==> src/rtl/regfile_wb_pkg.sv <==
// ----------------------------------------------------------------------------
// regfile_wb_pkg
// Shared definitions for the register-file writeback arbiter and its
// scoreboard: register-file geometry, the arbiter state encoding and a
// saturating increment used by the starvation counter.
// No ports (package).
// ----------------------------------------------------------------------------
package regfile_wb_pkg;

    localparam int REG_ADDR_W   = 5;
    localparam int REG_DATA_W   = 32;
    localparam int NUM_REGS     = 32;
    localparam int STARVE_CNT_W = 4;

    typedef enum logic [0:0] {
        ST_ALU_PRI  = 1'b0,
        ST_MD_FORCE = 1'b1
    } state_t;

    // Increment that sticks at all-ones so a long starvation run cannot wrap.
    function automatic logic [STARVE_CNT_W-1:0] sat_inc(input logic [STARVE_CNT_W-1:0] v);
        if (v == {STARVE_CNT_W{1'b1}}) begin
            sat_inc = v;
        end else begin
            sat_inc = v + {{(STARVE_CNT_W-1){1'b0}}, 1'b1};
        end
    endfunction

endpackage

==> src/rtl/regfile_scoreboard.sv <==
// ----------------------------------------------------------------------------
// regfile_scoreboard
// Busy-bit scoreboard for outstanding multdiv destinations.
// Ports:
//   clock, ctrl_reset_n      : clock, synchronous active-low reset
//   i_set, i_set_idx         : mark a register busy (issue of a multdiv op)
//   i_clr, i_clr_idx         : mark a register free (multdiv writeback grant)
//   i_look_a/b/c, o_hit_a/b/c: three combinational busy lookups
//   o_busy                   : full busy vector
// A set and a clear of the same index in one cycle leaves the bit set, since
// the new issue is younger than the result being retired. Bit 0 never sets.
// ----------------------------------------------------------------------------
module regfile_scoreboard
    import regfile_wb_pkg::*;
(
    input  logic                  clock,
    input  logic                  ctrl_reset_n,
    input  logic                  i_set,
    input  logic [REG_ADDR_W-1:0] i_set_idx,
    input  logic                  i_clr,
    input  logic [REG_ADDR_W-1:0] i_clr_idx,
    input  logic [REG_ADDR_W-1:0] i_look_a,
    input  logic [REG_ADDR_W-1:0] i_look_b,
    input  logic [REG_ADDR_W-1:0] i_look_c,
    output logic                  o_hit_a,
    output logic                  o_hit_b,
    output logic                  o_hit_c,
    output logic [NUM_REGS-1:0]   o_busy
);

    logic [NUM_REGS-1:0] r_busy;
    logic [NUM_REGS-1:0] w_set_mask;
    logic [NUM_REGS-1:0] w_clr_mask;
    logic [NUM_REGS-1:0] w_busy_next;

    // Build one-hot set/clear masks and the next busy vector (set dominates).
    always_comb begin
        w_set_mask = {NUM_REGS{1'b0}};
        w_clr_mask = {NUM_REGS{1'b0}};
        if (i_set) begin
            w_set_mask[i_set_idx] = 1'b1;
        end else begin
            w_set_mask = {NUM_REGS{1'b0}};
        end
        if (i_clr) begin
            w_clr_mask[i_clr_idx] = 1'b1;
        end else begin
            w_clr_mask = {NUM_REGS{1'b0}};
        end
        w_busy_next    = (r_busy & ~w_clr_mask) | w_set_mask;
        w_busy_next[0] = 1'b0;
    end

    // Busy vector register.
    always_ff @(posedge clock) begin
        if (!ctrl_reset_n) begin
            r_busy <= {NUM_REGS{1'b0}};
        end else begin
            r_busy <= w_busy_next;
        end
    end

    assign o_hit_a = r_busy[i_look_a];
    assign o_hit_b = r_busy[i_look_b];
    assign o_hit_c = r_busy[i_look_c];
    assign o_busy  = r_busy;

endmodule

==> src/rtl/regfile_wb_arbiter.sv <==
// ----------------------------------------------------------------------------
// regfile_wb_arbiter
// Arbitrates ALU and multdiv writeback requests onto a single register-file
// write port, tracks outstanding multdiv destinations for decode hazards and
// optionally forwards the in-flight write.
// Parameter STARVE_LIMIT (1..15): consecutive multdiv losses before the
// multdiv port is given one forced grant cycle.
// Ports:
//   clock, ctrl_reset_n            : clock, synchronous active-low reset
//   alu_valid/rd/data, alu_ready   : ALU writeback request and accept
//   md_issue, md_issue_rd          : multdiv issue (marks destination busy)
//   md_valid/rd/data, md_ready     : multdiv writeback request and accept
//   ctrl_readRegA/B                : decode-stage read addresses
//   ctrl_writeEnable/WriteReg,
//   data_writeReg                  : registered register-file write port
//   stall                          : decode hazard stall
//   byp_hitA/B, byp_data           : bypass of the in-flight write
// Build option: define REGFILE_WB_BYPASS_EN to enable the bypass outputs;
// otherwise they are tied to zero.
// ----------------------------------------------------------------------------
module regfile_wb_arbiter
    import regfile_wb_pkg::*;
#(
    parameter int STARVE_LIMIT = 3
)(
    input  logic                  clock,
    input  logic                  ctrl_reset_n,
    input  logic                  alu_valid,
    input  logic [REG_ADDR_W-1:0] alu_rd,
    input  logic [REG_DATA_W-1:0] alu_data,
    output logic                  alu_ready,
    input  logic                  md_issue,
    input  logic [REG_ADDR_W-1:0] md_issue_rd,
    input  logic                  md_valid,
    input  logic [REG_ADDR_W-1:0] md_rd,
    input  logic [REG_DATA_W-1:0] md_data,
    output logic                  md_ready,
    input  logic [REG_ADDR_W-1:0] ctrl_readRegA,
    input  logic [REG_ADDR_W-1:0] ctrl_readRegB,
    output logic                  ctrl_writeEnable,
    output logic [REG_ADDR_W-1:0] ctrl_writeReg,
    output logic [REG_DATA_W-1:0] data_writeReg,
    output logic                  stall,
    output logic                  byp_hitA,
    output logic                  byp_hitB,
    output logic [REG_DATA_W-1:0] byp_data
);

    localparam logic [STARVE_CNT_W-1:0] LP_LIMIT = STARVE_CNT_W'(STARVE_LIMIT);

    state_t                  r_state;
    state_t                  w_state_next;
    logic [STARVE_CNT_W-1:0] r_starve;
    logic [STARVE_CNT_W-1:0] w_starve_next;
    logic                    w_starve_inc;
    logic                    w_alu_grant;
    logic                    w_md_grant;
    logic                    w_stall;
    logic                    w_busy_a;
    logic                    w_busy_b;
    logic                    w_busy_alu;
    logic [NUM_REGS-1:0]     w_busy;
    logic                    r_we;
    logic [REG_ADDR_W-1:0]   r_wreg;
    logic [REG_DATA_W-1:0]   r_wdata;

    regfile_scoreboard u_scoreboard (
        .clock        (clock),
        .ctrl_reset_n (ctrl_reset_n),
        .i_set        (md_issue),
        .i_set_idx    (md_issue_rd),
        .i_clr        (w_md_grant),
        .i_clr_idx    (md_rd),
        .i_look_a     (ctrl_readRegA),
        .i_look_b     (ctrl_readRegB),
        .i_look_c     (alu_rd),
        .o_hit_a      (w_busy_a),
        .o_hit_b      (w_busy_b),
        .o_hit_c      (w_busy_alu),
        .o_busy       (w_busy)
    );

    // Decode hazard: any operand or the ALU destination still owed by multdiv.
    always_comb begin
        w_stall = 1'b0;
        if (ctrl_reset_n && (|w_busy)) begin
            w_stall = w_busy_a | w_busy_b | (alu_valid & w_busy_alu);
        end else begin
            w_stall = 1'b0;
        end
    end

    // Grant selection; a stalled ALU request must not overtake the pending
    // multdiv write to the same register, but multdiv may still retire.
    always_comb begin
        w_alu_grant = 1'b0;
        w_md_grant  = 1'b0;
        if (ctrl_reset_n) begin
            case (r_state)
                ST_ALU_PRI: begin
                    w_alu_grant = alu_valid & ~w_stall;
                    w_md_grant  = md_valid & ~w_alu_grant;
                end
                ST_MD_FORCE: begin
                    w_alu_grant = 1'b0;
                    w_md_grant  = md_valid;
                end
                default: begin
                    w_alu_grant = 1'b0;
                    w_md_grant  = 1'b0;
                end
            endcase
        end else begin
            w_alu_grant = 1'b0;
            w_md_grant  = 1'b0;
        end
    end

    // Starvation counter and next state. The forced cycle is entered only
    // on an increment reaching the limit, so a forced cycle that finds no
    // multdiv request does not re-trigger until multdiv loses again.
    always_comb begin
        w_starve_inc  = w_alu_grant & md_valid;
        w_starve_next = r_starve;
        w_state_next  = ST_ALU_PRI;
        if (w_md_grant) begin
            w_starve_next = {STARVE_CNT_W{1'b0}};
        end else if (w_starve_inc) begin
            w_starve_next = sat_inc(r_starve);
        end else begin
            w_starve_next = r_starve;
        end
        case (r_state)
            ST_ALU_PRI: begin
                if (w_starve_inc && (w_starve_next >= LP_LIMIT)) begin
                    w_state_next = ST_MD_FORCE;
                end else begin
                    w_state_next = ST_ALU_PRI;
                end
            end
            ST_MD_FORCE: w_state_next = ST_ALU_PRI;
            default:     w_state_next = ST_ALU_PRI;
        endcase
    end

    // State, counter and the registered register-file write port.
    always_ff @(posedge clock) begin
        if (!ctrl_reset_n) begin
            r_state  <= ST_ALU_PRI;
            r_starve <= {STARVE_CNT_W{1'b0}};
            r_we     <= 1'b0;
            r_wreg   <= {REG_ADDR_W{1'b0}};
            r_wdata  <= {REG_DATA_W{1'b0}};
        end else begin
            r_state  <= w_state_next;
            r_starve <= w_starve_next;
            if (w_alu_grant) begin
                r_we    <= (alu_rd != 5'd0);
                r_wreg  <= alu_rd;
                r_wdata <= alu_data;
            end else if (w_md_grant) begin
                r_we    <= (md_rd != 5'd0);
                r_wreg  <= md_rd;
                r_wdata <= md_data;
            end else begin
                r_we    <= 1'b0;
            end
        end
    end

    assign alu_ready        = w_alu_grant;
    assign md_ready         = w_md_grant;
    assign stall            = w_stall;
    assign ctrl_writeEnable = r_we;
    assign ctrl_writeReg    = r_wreg;
    assign data_writeReg    = r_wdata;

`ifdef REGFILE_WB_BYPASS_EN
    // The register file cannot return a value written this same cycle, so
    // the write in flight is forwarded to decode.
    assign byp_hitA = ctrl_reset_n & r_we & (r_wreg != 5'd0) & (r_wreg == ctrl_readRegA);
    assign byp_hitB = ctrl_reset_n & r_we & (r_wreg != 5'd0) & (r_wreg == ctrl_readRegB);
    assign byp_data = ctrl_reset_n ? r_wdata : 32'd0;
`else
    assign byp_hitA = 1'b0;
    assign byp_hitB = 1'b0;
    assign byp_data = 32'd0;
`endif

endmodule

==> config.mk <==
export PLATFORM = sky130hd
export DESIGN_NAME = regfile_wb_arbiter
export DESIGN_NICKNAME = d
export VERILOG_FILES = /design/src/rtl/regfile_wb_pkg.sv /design/src/rtl/regfile_scoreboard.sv /design/src/rtl/regfile_wb_arbiter.sv
export SDC_FILE = /design/constraint.sdc
export NUM_CORES = 1
export LEC_CHECK = 0
export CAP_MARGIN = 10
export CORE_MARGIN = 3
export CORE_UTILIZATION = 49
export CTS_CLUSTER_SIZE = 24
export DETAILED_ROUTE_END_ITERATION = 8
export GPL_TIMING_DRIVEN = 0
export PLACE_DENSITY = 0.87
export SYNTH_ARGS = -nofsm -noshare
export SYNTH_HDL_FRONTEND = slang
export SYNTH_SLANG_ARGS = --single-unit
==> constraint.sdc <==
create_clock -name clock -period 9.67 [get_ports clock]
set_input_delay 1.934 -clock clock [delete_from_list [all_inputs] [get_ports clock]]
set_output_delay 1.934 -clock clock [all_outputs]
set_load 0.02 [all_outputs]
**After elaboration in Yosys (flattened, before gate mapping)**

Cells that the tools add are included.
W data, S select, Z words.

- Register bits after elaboration: 75
- Input bits: 94

- Add/sub/neg operators: 1
- Magnitude comparators: 8
- Equality and inequality tests: 1
- Multiplexer cells: 28
- Bitwise logic cells: 12
- Reduce and logical (&&, ||, !) cells: 8

Operators by type and width:

| kind | number |
|---|---|
| $mux W32 | 4 |
| $and A32 B32 Y32 | 1 |
| $not A32 Y32 | 1 |
| $or A32 B32 Y32 | 1 |
| $reduce_or A32 Y1 | 1 |
| $lt A5 B6 Y1 const B | 5 |
| $bmux W1 S5 | 3 |
| $mux W4 | 3 |
| $mux W1 | 11 |
| $demux W1 S5 | 2 |
| $ge A5 B1 Y1 const B | 2 |
| $mux W5 | 2 |
| $reduce_bool A5 Y1 | 2 |
| $pmux W1 S2 | 3 |
| $add A4 B1 Y4 const B | 1 |
| $and A1 B1 Y1 | 4 |
| $eq A4 B4 Y1 const B | 1 |
| $ge A4 B2 Y1 const B | 1 |
| $logic_and A1 B1 Y1 | 4 |
| $not A1 Y1 | 3 |
| $or A1 B1 Y1 | 2 |
| $reduce_bool A2 Y1 | 1 |

**Depth between registers and ports, before layout**

Gate-level depths: netlist (run 1).

- Word-level depth: 16
- Depth in mapped cells: 10
- Depth with buffers taken out: 7

**Hierarchy**

A second synthesis (run 1) with hierarchy kept.

- Cells, all modules: 528
- Area, all modules: 4813.4 um2

By module, submodules not included:

| module | instances | cells an instance | area each (um2) | sequential area each (um2) |
|---|---|---|---|---|
| regfile_wb_arbiter | 1 | 262 | 2566.2 | 860.8 |
| regfile_scoreboard | 1 | 266 | 2247.2 | 620.6 |

**Worst setup path before layout (run 1)**

No wires, ideal clock.

- Kind: input -> output
- From: input ctrl_readRegB[1]
- To: output md_ready
- Arrival: 4.303 ns
- Slack: 3.433 ns
- Stages: 8
- Buffers on the path: 2
- Path through: clkbuf_1 -> mux4_2 -> nor2_1 -> o311ai_1 -> or4_1 -> a221oi_4 -> buf_2 -> nor2_1

- Word-level cells in the longest chain between the ends: 11

RTL lines:

| element | RTL line | text |
|---|---|---|
| start, declared | regfile_wb_arbiter.sv:39 | `input logic [REG_ADDR_W-1:0] ctrl_readRegB,` |
| $bmux W1 S5 | regfile_scoreboard.sv:64 | `assign o_hit_b = r_busy[i_look_b];` |
| $mux W1 (not written as such) | regfile_scoreboard.sv:64 |  |
| $or A1 B1 Y1 (2 in series) | regfile_wb_arbiter.sv:87 | `w_stall = w_busy_a \| w_busy_b \| (alu_valid & w_busy_alu);` |
| $mux W1 | regfile_wb_arbiter.sv:86 | `if (ctrl_reset_n && (\|w_busy)) begin` |
| $not A1 Y1 | regfile_wb_arbiter.sv:101 | `w_alu_grant = alu_valid & ~w_stall;` |
| $and A1 B1 Y1 | regfile_wb_arbiter.sv:101 |  |
| $not A1 Y1 | regfile_wb_arbiter.sv:102 | `w_md_grant = md_valid & ~w_alu_grant;` |
| $and A1 B1 Y1 | regfile_wb_arbiter.sv:102 |  |
| $pmux W1 S2 | regfile_wb_arbiter.sv:99 | `case (r_state)` |
| $mux W1 | regfile_wb_arbiter.sv:98 | `if (ctrl_reset_n) begin` |
| end, declared | regfile_wb_arbiter.sv:37 | `output logic md_ready,` |

Every way passes these cells. The select of a mux whose other input is x is not followed.

**Final worst setup path (run 1)**

- From: input alu_rd[0]
- To: output md_ready

- Word-level cells in the longest chain between the ends: 11

RTL lines:

| element | RTL line | text |
|---|---|---|
| start, declared | regfile_wb_arbiter.sv:29 | `input logic [REG_ADDR_W-1:0] alu_rd,` |
| $bmux W1 S5 | regfile_scoreboard.sv:65 | `assign o_hit_c = r_busy[i_look_c];` |
| $mux W1 (not written as such) | regfile_scoreboard.sv:65 |  |
| $and A1 B1 Y1 | regfile_wb_arbiter.sv:87 |  |
| $or A1 B1 Y1 | regfile_wb_arbiter.sv:87 |  |
| $mux W1 | regfile_wb_arbiter.sv:86 |  |
| $not A1 Y1 | regfile_wb_arbiter.sv:101 |  |
| $and A1 B1 Y1 | regfile_wb_arbiter.sv:101 |  |
| $not A1 Y1 | regfile_wb_arbiter.sv:102 |  |
| $and A1 B1 Y1 | regfile_wb_arbiter.sv:102 |  |
| $pmux W1 S2 | regfile_wb_arbiter.sv:99 |  |
| $mux W1 | regfile_wb_arbiter.sv:98 |  |

Every way passes these cells. The select of a mux whose other input is x is not followed.

==> results by group, run 1 <==
Floorplanning
  – Die area: ~11000 sq um
  – Initial Utilization: 50.6%
  – Core Footprint: between 9000 and 10000 sq um
  – Die Ht: just over 100 microns
  – Top-level port count: about 170
  – Die Width: roughly 100 microns
  – Row cnt: 35

Run status
  – Status: finished, final reports clean

Clock network
  – Total CTS buffers: 9
  – Hold_buf cts: 0
  – CTS tree: built
  – Cts repair resizes: 0
  – Clk sinks: between 70 and 80
  – CTS Root Cell: clkbuf_8
  – Worst-Skew Late Latency: roughly 0.36 ns
  – CTS clk-pin slew, worst paths: about 0.080 ns
  – H-tree Lvls: 3
  – Max clock buf depth: 2
  – Setup bufs post-CTS: 0

STA
  – Final worst-path cycle share: just under 80%
  – Setup TNS: 0 ns
  – Hold Vio Cnt, Final: 0
  – Worst Slack Setup Final: 2.24 ns
  – Final setup vio count: 0
  – F_max: ~130 MHz
  – Worst slew pin tran: around 0.65 ns
  – Min Tclk post-route: roughly 7.4 ns
  – RSZ-0062 raised after global routing: false
  – Setup Skew: 0.0163 ns
  – Slew margin rel.: ~57%
  – Max Slew Vio Count: 0

Final layout
  – Register Area: 1480 sq um
  – Share of layout cells above drive strength 1: around 17%
  – # fillers: roughly 700
  – Multi-input logic area: approximately 2900 sq um
  – P&R area growth vs syn: 36.8%
  – ANT cells: 0
  – Core Util, Final: 69.2%
  – Fin nets: between 700 and 800

Power and ir drop
  – Leakage: 2.52 nW
  – Total power draw: 804 uW
  – Pwr dens: 126 nW/um^2
  – VDD IR max: around 0.090 mV

Critical path
  – Critical path type: in -> out
  – Data required, critical path: 7.74 ns
  – R2r startpoint: u_scoreboard.o_busy[19]$_SDFF_PN0_
  – R2R Path End: u_scoreboard.o_busy[18]$_SDFF_PN0_
  – CP Max Fanout: 10
  – Crit path DAT: 5.50 ns
  – CP endpoint kind: output pin
  – Critical Path Start Type: primary input
  – Flop-to-flop setup slack: 6.55 ns
  – Reg2reg path depth: 8

Synthesis
  – Post-synth ARST share: 0%
  – Cells after Synth: around 500
  – Post-Syn Area: between 4000 and 5000 sq um
  – Synth Register Bits: 74
  – Post-synthesis mux area share: 27.2%
  – Syn_area_per_cell: 9.09 sq um
  – XOR/XNOR Fraction of Synth Area: 0%
  – Largest family of logic cells by synthesized area: multiplexers
  – Post-synth EDFFs: 0
  – Synth cell types: 50
  – Synth Area in Compound Gates: roughly 14%
  – Adder-cell share of the synthesized area: less than 1%
  – Yosys warns: 0
  – Synth Flop Type: dfxtp_1
  – Sequential area share after synthesis: between 30% and 40%
  – Simple-Gate Fraction of Synth Area: roughly 17%

Drt
  – Drt pass-1 iters: 6
  – Routed length per instance: roughly 18 microns
  – Post-DR vias/cell: between 5 and 6
  – DRC Markers: 0
  – Initial drt markers: ~350
  – Final ANT Viol Nets: 0
  – Final wirelength: about 14000 microns
  – Vias: about 4700

GRT
  – Met2 Use GR: approximately 43%
  – First-pass GRT wire length: about 23000 microns
  – GRT busiest layer: met2
  – Total gr overflow: 0
  – Maximum number of pins on one net before global-route repair: 13
  – Met1 GRT Util: a little under a third
  – Initial antenna violation count: 0
  – Vias in the first global route: roughly 4600
  – Total Routing Usage GR: 26.1%
  – Met3 GRT Util: ~7.4%

Run
  – # Max-Cap Violations: 0

Hold path
  – Hold Crit Class: reg -> reg
  – Hold Path Depth: 2
  – Hold_sp: u_scoreboard.o_busy[23]$_SDFF_PN0_
  – Hold EP: u_scoreboard.o_busy[23]$_SDFF_PN0_

Placement
  – Pre-CTS WS: around 2.3 ns
  – RePlAce Congestion: just over 0.9
  – DP HPWL: about 11000 microns
  – PortBufs: 123
==> layout make-up <==
class | instances | area share, %
timing repair buffer | 123 | 19.2
multi-input combinational | 396 | 45.0
inverter | 6 | 0.352
sequential | 74 | 23.2
tap | 129 | 2.52
clock buffer | 9 | 1.94
clock inverter | 5 | 1.27
buffer | 71 | 6.49
==> how the worst max path moves through the flow <==
stage	from	end	slack, ns
after floorplan	ctrl_readRegB[1]	md_ready	3.43
after global placement	alu_rd[0]	md_ready	2.27
after detailed placement	alu_rd[0]	md_ready	2.28
after CTS	alu_rd[0]	md_ready	2.26
after global routing	alu_rd[0]	md_ready	2.05
final	alu_rd[0]	md_ready	2.24
==> power by group <==
part | total, mW | internal (mW) | switching (mW)
registers | 0.330 | 0.320 | 0.00999
clock network | 0.261 | 0.142 | 0.118
logic | 0.213 | 0.107 | 0.106
==> flip-flops by register name, summed over array words and instances, names as in the netlist <==
name	count
ctrl_writeEnable	1
ctrl_writeReg	5
data_writeReg	32
r_starve	4
r_state	1
u_scoreboard.o_busy	31
==> cells in the final DEF (no fill, tap or decap), types with 3 or more instances in the layout <==
master           count
mux2i_1             46
nand4b_1             4
nor2b_1              7
nor3_1              22
nand3_1              8
inv_1                5
mux2_2              36
buf_1                5
clkbuf_8             9
nor4_1               8
mux4_2              18
o21ai_0             17
nor2_1              67
nand4_1              6
a21oi_1             35
nand2_1             16
o311ai_0            16
nand2b_1             4
dfxtp_1             74
nand3b_1             8
buf_2                5
a211oi_1             8
and3_1               3
clkbuf_1            23
buf_4               38
conb_1              34
clkdlybuf4s50_1    123
==> logic make-up (layout without fill, tap and decap cells) <==
family / count (synthesis) / in the layout
multiplexers: 100 / 100
other: 1 / 34
buffers and inverters: 77 / 214
AO/OA/AOI/OAI: 97 / 97
adder cells (fa/ha/maj): 1 / 1
AND/OR/NAND/NOR: 164 / 164
flip-flops: 74 / 74
==> through the flow <==
step	hold WS, ns	instances	cell area [sq um]
after detailed placement	0.552	799	6190
after floorplan	0.491	547	4800
final	0.572	813	6400
after CTS	0.566	813	6400
after global placement	0.526	799	6190
after global routing	0.602	813	6400
==> synthesized netlist by cell type, drive strengths merged, types with 3 or more instances <==
cell / count / share of area [%]
dfxtp: 74 / 32
inv: 5 / 0.40
nor3: 22 / 2.4
nand3b: 8 / 1.3
o311ai: 17 / 3.2
nand2: 16 / 1.3
nand4: 6 / 0.80
nand4b: 4 / 0.75
nor2: 67 / 5.4
nor4: 8 / 1.1
nand2b: 4 / 0.54
buf: 48 / 7.0
mux4: 18 / 8.7
nor2b: 7 / 0.94
clkbuf: 23 / 1.8
and3: 3 / 0.40
mux2: 36 / 8.7
a21oi: 35 / 3.7
nand3: 8 / 0.86
a211oi: 8 / 1.3
mux2i: 46 / 9.9
o21ai: 19 / 2.0
==> worst max-delay path, cell delays in order <==
cell and delay (ns):
clkdlybuf4s50_1 0.56, buf_1 0.47, mux4_2 0.62, o221ai_1 0.25, nand3_1 0.17, a221oi_4 0.52
buf_2 0.34, nor2_1 0.07, clkdlybuf4s50_1 0.56
==> routing by layer <==
layer  vias to the layer above  wire [microns]  part of all wire, %
met5                         -               0                    0
met4                         0             459                  3.2
met3                        45            1470                   10
met2                       287            6880                   48
met1                      2169            5670                   39
li1                       2175               -                    -
Power figures use the tool's default switching activity.
==> run 2, diff against run 1 <==
--- a/config.mk
+++ b/config.mk
@@ -7,11 +7,11 @@
 export LEC_CHECK = 0
 export CAP_MARGIN = 10
 export CORE_MARGIN = 3
-export CORE_UTILIZATION = 49
+export CORE_UTILIZATION = 46
 export CTS_CLUSTER_SIZE = 24
 export DETAILED_ROUTE_END_ITERATION = 8
 export GPL_TIMING_DRIVEN = 0
-export PLACE_DENSITY = 0.87
+export PLACE_DENSITY = 0.82
 export SYNTH_ARGS = -nofsm -noshare
 export SYNTH_HDL_FRONTEND = slang
 export SYNTH_SLANG_ARGS = --single-unit
==> constraint.sdc (replaced) <==
create_clock -name clock -period 7.63 [get_ports clock]
set_input_delay 1.526 -clock clock [delete_from_list [all_inputs] [get_ports clock]]
set_output_delay 1.526 -clock clock [all_outputs]
set_load 0.02 [all_outputs]
==> run 2 against run 1 <==
Against the previous run: critical path depth unchanged; routed wire length is 1.5% higher; critical endpoint unchanged; highest routed layer unchanged; global-route usage down 1.3 points; largest cell class unchanged; non-clock buffer count unchanged; utilization decreased by 3.7 points.
==> results by group, run 2 (synthesized netlist as in run 1, its figures left out) <==
Floorplanning
  – Die area: 11400 sq um (was 10700 sq um)
  – Top-level port count: 169 (unchanged)
  – Row cnt: 36 (was 35)
  – Die Width: 107 microns (was 104 microns)
  – Die Ht: 107 microns (was 104 microns)
  – Core Footprint: 9820 sq um (was 9240 sq um)
  – Initial Utilization: 47.6% (was 50.6%)

Clock network
  – CTS tree: built (unchanged)
  – CTS Root Cell: clkbuf_8 (unchanged)
  – Worst-Skew Late Latency: 0.36 ns (about the same)
  – Total CTS buffers: 9 (unchanged)
  – CTS clk-pin slew, worst paths: 0.08 ns (about the same)
  – Cts repair resizes: 0 (unchanged)
  – H-tree Lvls: 3 (unchanged)
  – Setup bufs post-CTS: 0 (unchanged)
  – Clk sinks: 74 (unchanged)
  – Max clock buf depth: 2 (unchanged)
  – Hold_buf cts: 0 (unchanged)

GRT
  – Vias in the first global route: 4601 (was 4613)
  – Initial antenna violation count: 0 (unchanged)
  – Met1 GRT Util: 31.3% (was 31.9%)
  – Total gr overflow: 0 (unchanged)
  – Met2 Use GR: 40.4% (was 43.4%)
  – GRT busiest layer: met2 (unchanged)
  – Met3 GRT Util: 6.56% (was 7.41%)
  – Total Routing Usage GR: 24.8% (was 26.1%)
  – Maximum number of pins on one net before global-route repair: 14 (was 13)
  – First-pass GRT wire length: 22800 microns (was 22900 microns)

Final layout
  – ANT cells: 0 (unchanged)
  – Register Area: 1480 sq um (unchanged)
  – P&R area growth vs syn: 37.7% (was 36.8%)
  – # fillers: 839 (was 704)
  – Share of layout cells above drive strength 1: 17.2% (was 17.1%)
  – Fin nets: 776 (unchanged)
  – Fin cells: 819 (was 813)
  – Multi-input logic area: 2880 sq um (unchanged)
  – Leading cell types in the layout, fill and taps excluded: 123 x clkdlybuf4s50_1, 74 x dfxtp_1, 67 x nor2_1 (unchanged)
  – Commonest non-fill, non-tap cell in the layout: clkdlybuf4s50_1 (unchanged)
  – Largest register FFs: 32 (unchanged)

STA
  – Hold Vio Cnt, Final: 0 (unchanged)
  – F_max: approximately 150 MHz
  – Hold WS: 0.576 ns (was 0.572 ns)
  – Max Slew Vio Count: 0 (unchanged)
  – Setup Skew: 0.0129 ns (was 0.0163 ns)
  – Final setup vio count: 0 (unchanged)
  – RSZ-0062 raised after global routing: false (unchanged)
  – Min Tclk post-route: about 6.6 ns
  – Final worst-path cycle share: between 80% and 90%
  – Slew margin rel.: 59.0% (was 56.7%)
  – Worst slew pin tran: 0.615 ns (was 0.650 ns)
  – Setup TNS: 0 ns (unchanged)

Power and ir drop
  – Total power draw: 1.06 mW (was 804 uW)
  – Internal: 760 uW (was 569 uW)
  – Leakage: 2.54 nW (was 2.52 nW)
  – Pwr dens: 165 nW/um^2 (was 126 nW/um^2)
  – Power share of the clock group: 35.3% (was 32.4%)
  – Comb pwr share: 25.4% (was 26.5%)
  – Psw: 303 uW (was 234 uW)
  – Sequential Power Share: 39.3% (was 41.1%)
  – Sw Ratio: 28.5% (was 29.2%)
  – VDD IR max: 0.142 mV (was 0.0897 mV)

Drt
  – Routed length per instance: 18.0 microns (was 17.8 microns)
  – DRC Markers: 0 (unchanged)
  – Drt pass-1 iters: 7 (was 6)
  – Initial drt markers: 335 (was 354)
  – Post-DR vias/cell: 5.75 (about the same)
  – Vias: 4709 (was 4676)
  – Final wirelength: 14700 microns (was 14500 microns)
  – Final ANT Viol Nets: 0 (unchanged)

Critical path
  – CP Max Fanout: 10 (unchanged)
  – Setup crit start: alu_rd[0] (unchanged)
  – Critical Path Start Type: primary input (unchanged)
  – Data required, critical path: 6.10 ns (was 7.74 ns)
  – Critical path type: in -> out (unchanged)
  – R2r startpoint: u_scoreboard.o_busy[19]$_SDFF_PN0_ (unchanged)
  – CP endpoint kind: output pin (unchanged)
  – Crit path DAT: 5.08 ns (was 5.50 ns)

Hold path
  – Hold_sp: r_starve[0]$_SDFF_PN0_ (was u_scoreboard.o_busy[23]$_SDFF_PN0_)
  – Hold Crit Class: reg -> reg (unchanged)

Placement
  – RePlAce Congestion: 0.933 (was 0.936)
  – Inst Count DP: 803 (was 799)
  – PortBufs: 123 (unchanged)
  – DP HPWL: 11400 microns (was 11300 microns)

Run status
  – Status: finished, final reports clean (unchanged)

Run
  – # Max-Cap Violations: 0 (unchanged)
-- run 2: changes by cell type in the layout (fill, tap and decap cells not counted) --
| cell | previous run | this run |
|---|---|---|
| bufinv_16 | 2 | 3 |
| clkinv_2 | 1 | 0 |
| clkbuf_1 | 23 | 24 |
| clkinv_4 | 1 | 2 |
-- run 2: final cells by class --
cell class                      count  share of cell area [%]
Timing Repair Buffer              123                    19.1
Tap cell                          133                    2.58
Sequential cell                    74                    23.0
Clock buffer                       10                    1.98
Clock inverter                      6                    1.79
Multi-Input combinational cell    396                    44.7
Inverter                            6                   0.350
Buffer                             71                    6.45
-- run 2: stage by stage --
stage / area [sq um] / setup slack (ns) / utilization [%]
after global placement: 6200 / 1.02 / 63.1
after detailed placement: 6200 / 0.999 / 63.1
after CTS: 6440 / 1.00 / 65.6
after floorplan: 4800 / 2.21 / -
final: 6440 / 1.03 / 65.6
after global routing: 6440 / 0.841 / 65.6
-- run 2: worst paths after layout --
kind / endpoint / slack, ns / depth (start not counted)
max reg2reg: u_scoreboard.o_busy[19]$_SDFF_PN0_ / 4.50 / 8
max: md_ready / 1.03 / 9
min: r_starve[0]$_SDFF_PN0_ / 0.58 / 2
min reg2reg: r_starve[0]$_SDFF_PN0_ / 0.58 / 2
-- run 2: worst max-delay path: stages --
cell,delay [ns]
clkdlybuf4s50_1,0.56
buf_1,0.48
mux4_2,0.59
o221ai_1,0.24
nand3_1,0.17
a221oi_4,0.54
buf_2,0.34
nor2_1,0.06
clkdlybuf4s50_1,0.56
-- run 2: metal layers --
metal  part of all wire [%]  routed length [microns]
met1                     40                     5830
met2                     49                     7150
met3                    9.0                     1320
met4                    2.8                      416
met5                      0                        0
-- run 2: power by group through the flow --
| stage | registers (mW) | clock network, mW | logic [mW] |
|---|---|---|---|
| global placement | 0.425 | 0 | 0.261 |
| global route | 0.420 | 0.390 | 0.289 |
| floorplan | 0.445 | 0 | 0.137 |
| detailed placement | 0.427 | 0 | 0.267 |
| finish | 0.418 | 0.375 | 0.270 |
| CTS | 0.418 | 0.375 | 0.269 |
==> run 3, diff against run 2 <==
--- a/config.mk
+++ b/config.mk
@@ -5,12 +5,13 @@
 export SDC_FILE = /design/constraint.sdc
 export NUM_CORES = 1
 export LEC_CHECK = 0
-export CAP_MARGIN = 10
+export CAP_MARGIN = 20
 export CORE_MARGIN = 3
 export CORE_UTILIZATION = 46
 export CTS_CLUSTER_SIZE = 24
 export DETAILED_ROUTE_END_ITERATION = 8
 export GPL_TIMING_DRIVEN = 0
+export HOLD_SLACK_MARGIN = 0.06
 export PLACE_DENSITY = 0.82
 export SYNTH_ARGS = -nofsm -noshare
 export SYNTH_HDL_FRONTEND = slang
==> results of run 3 <==
Same layout as run 2: the final DEF is identical, and so are final timing and power.
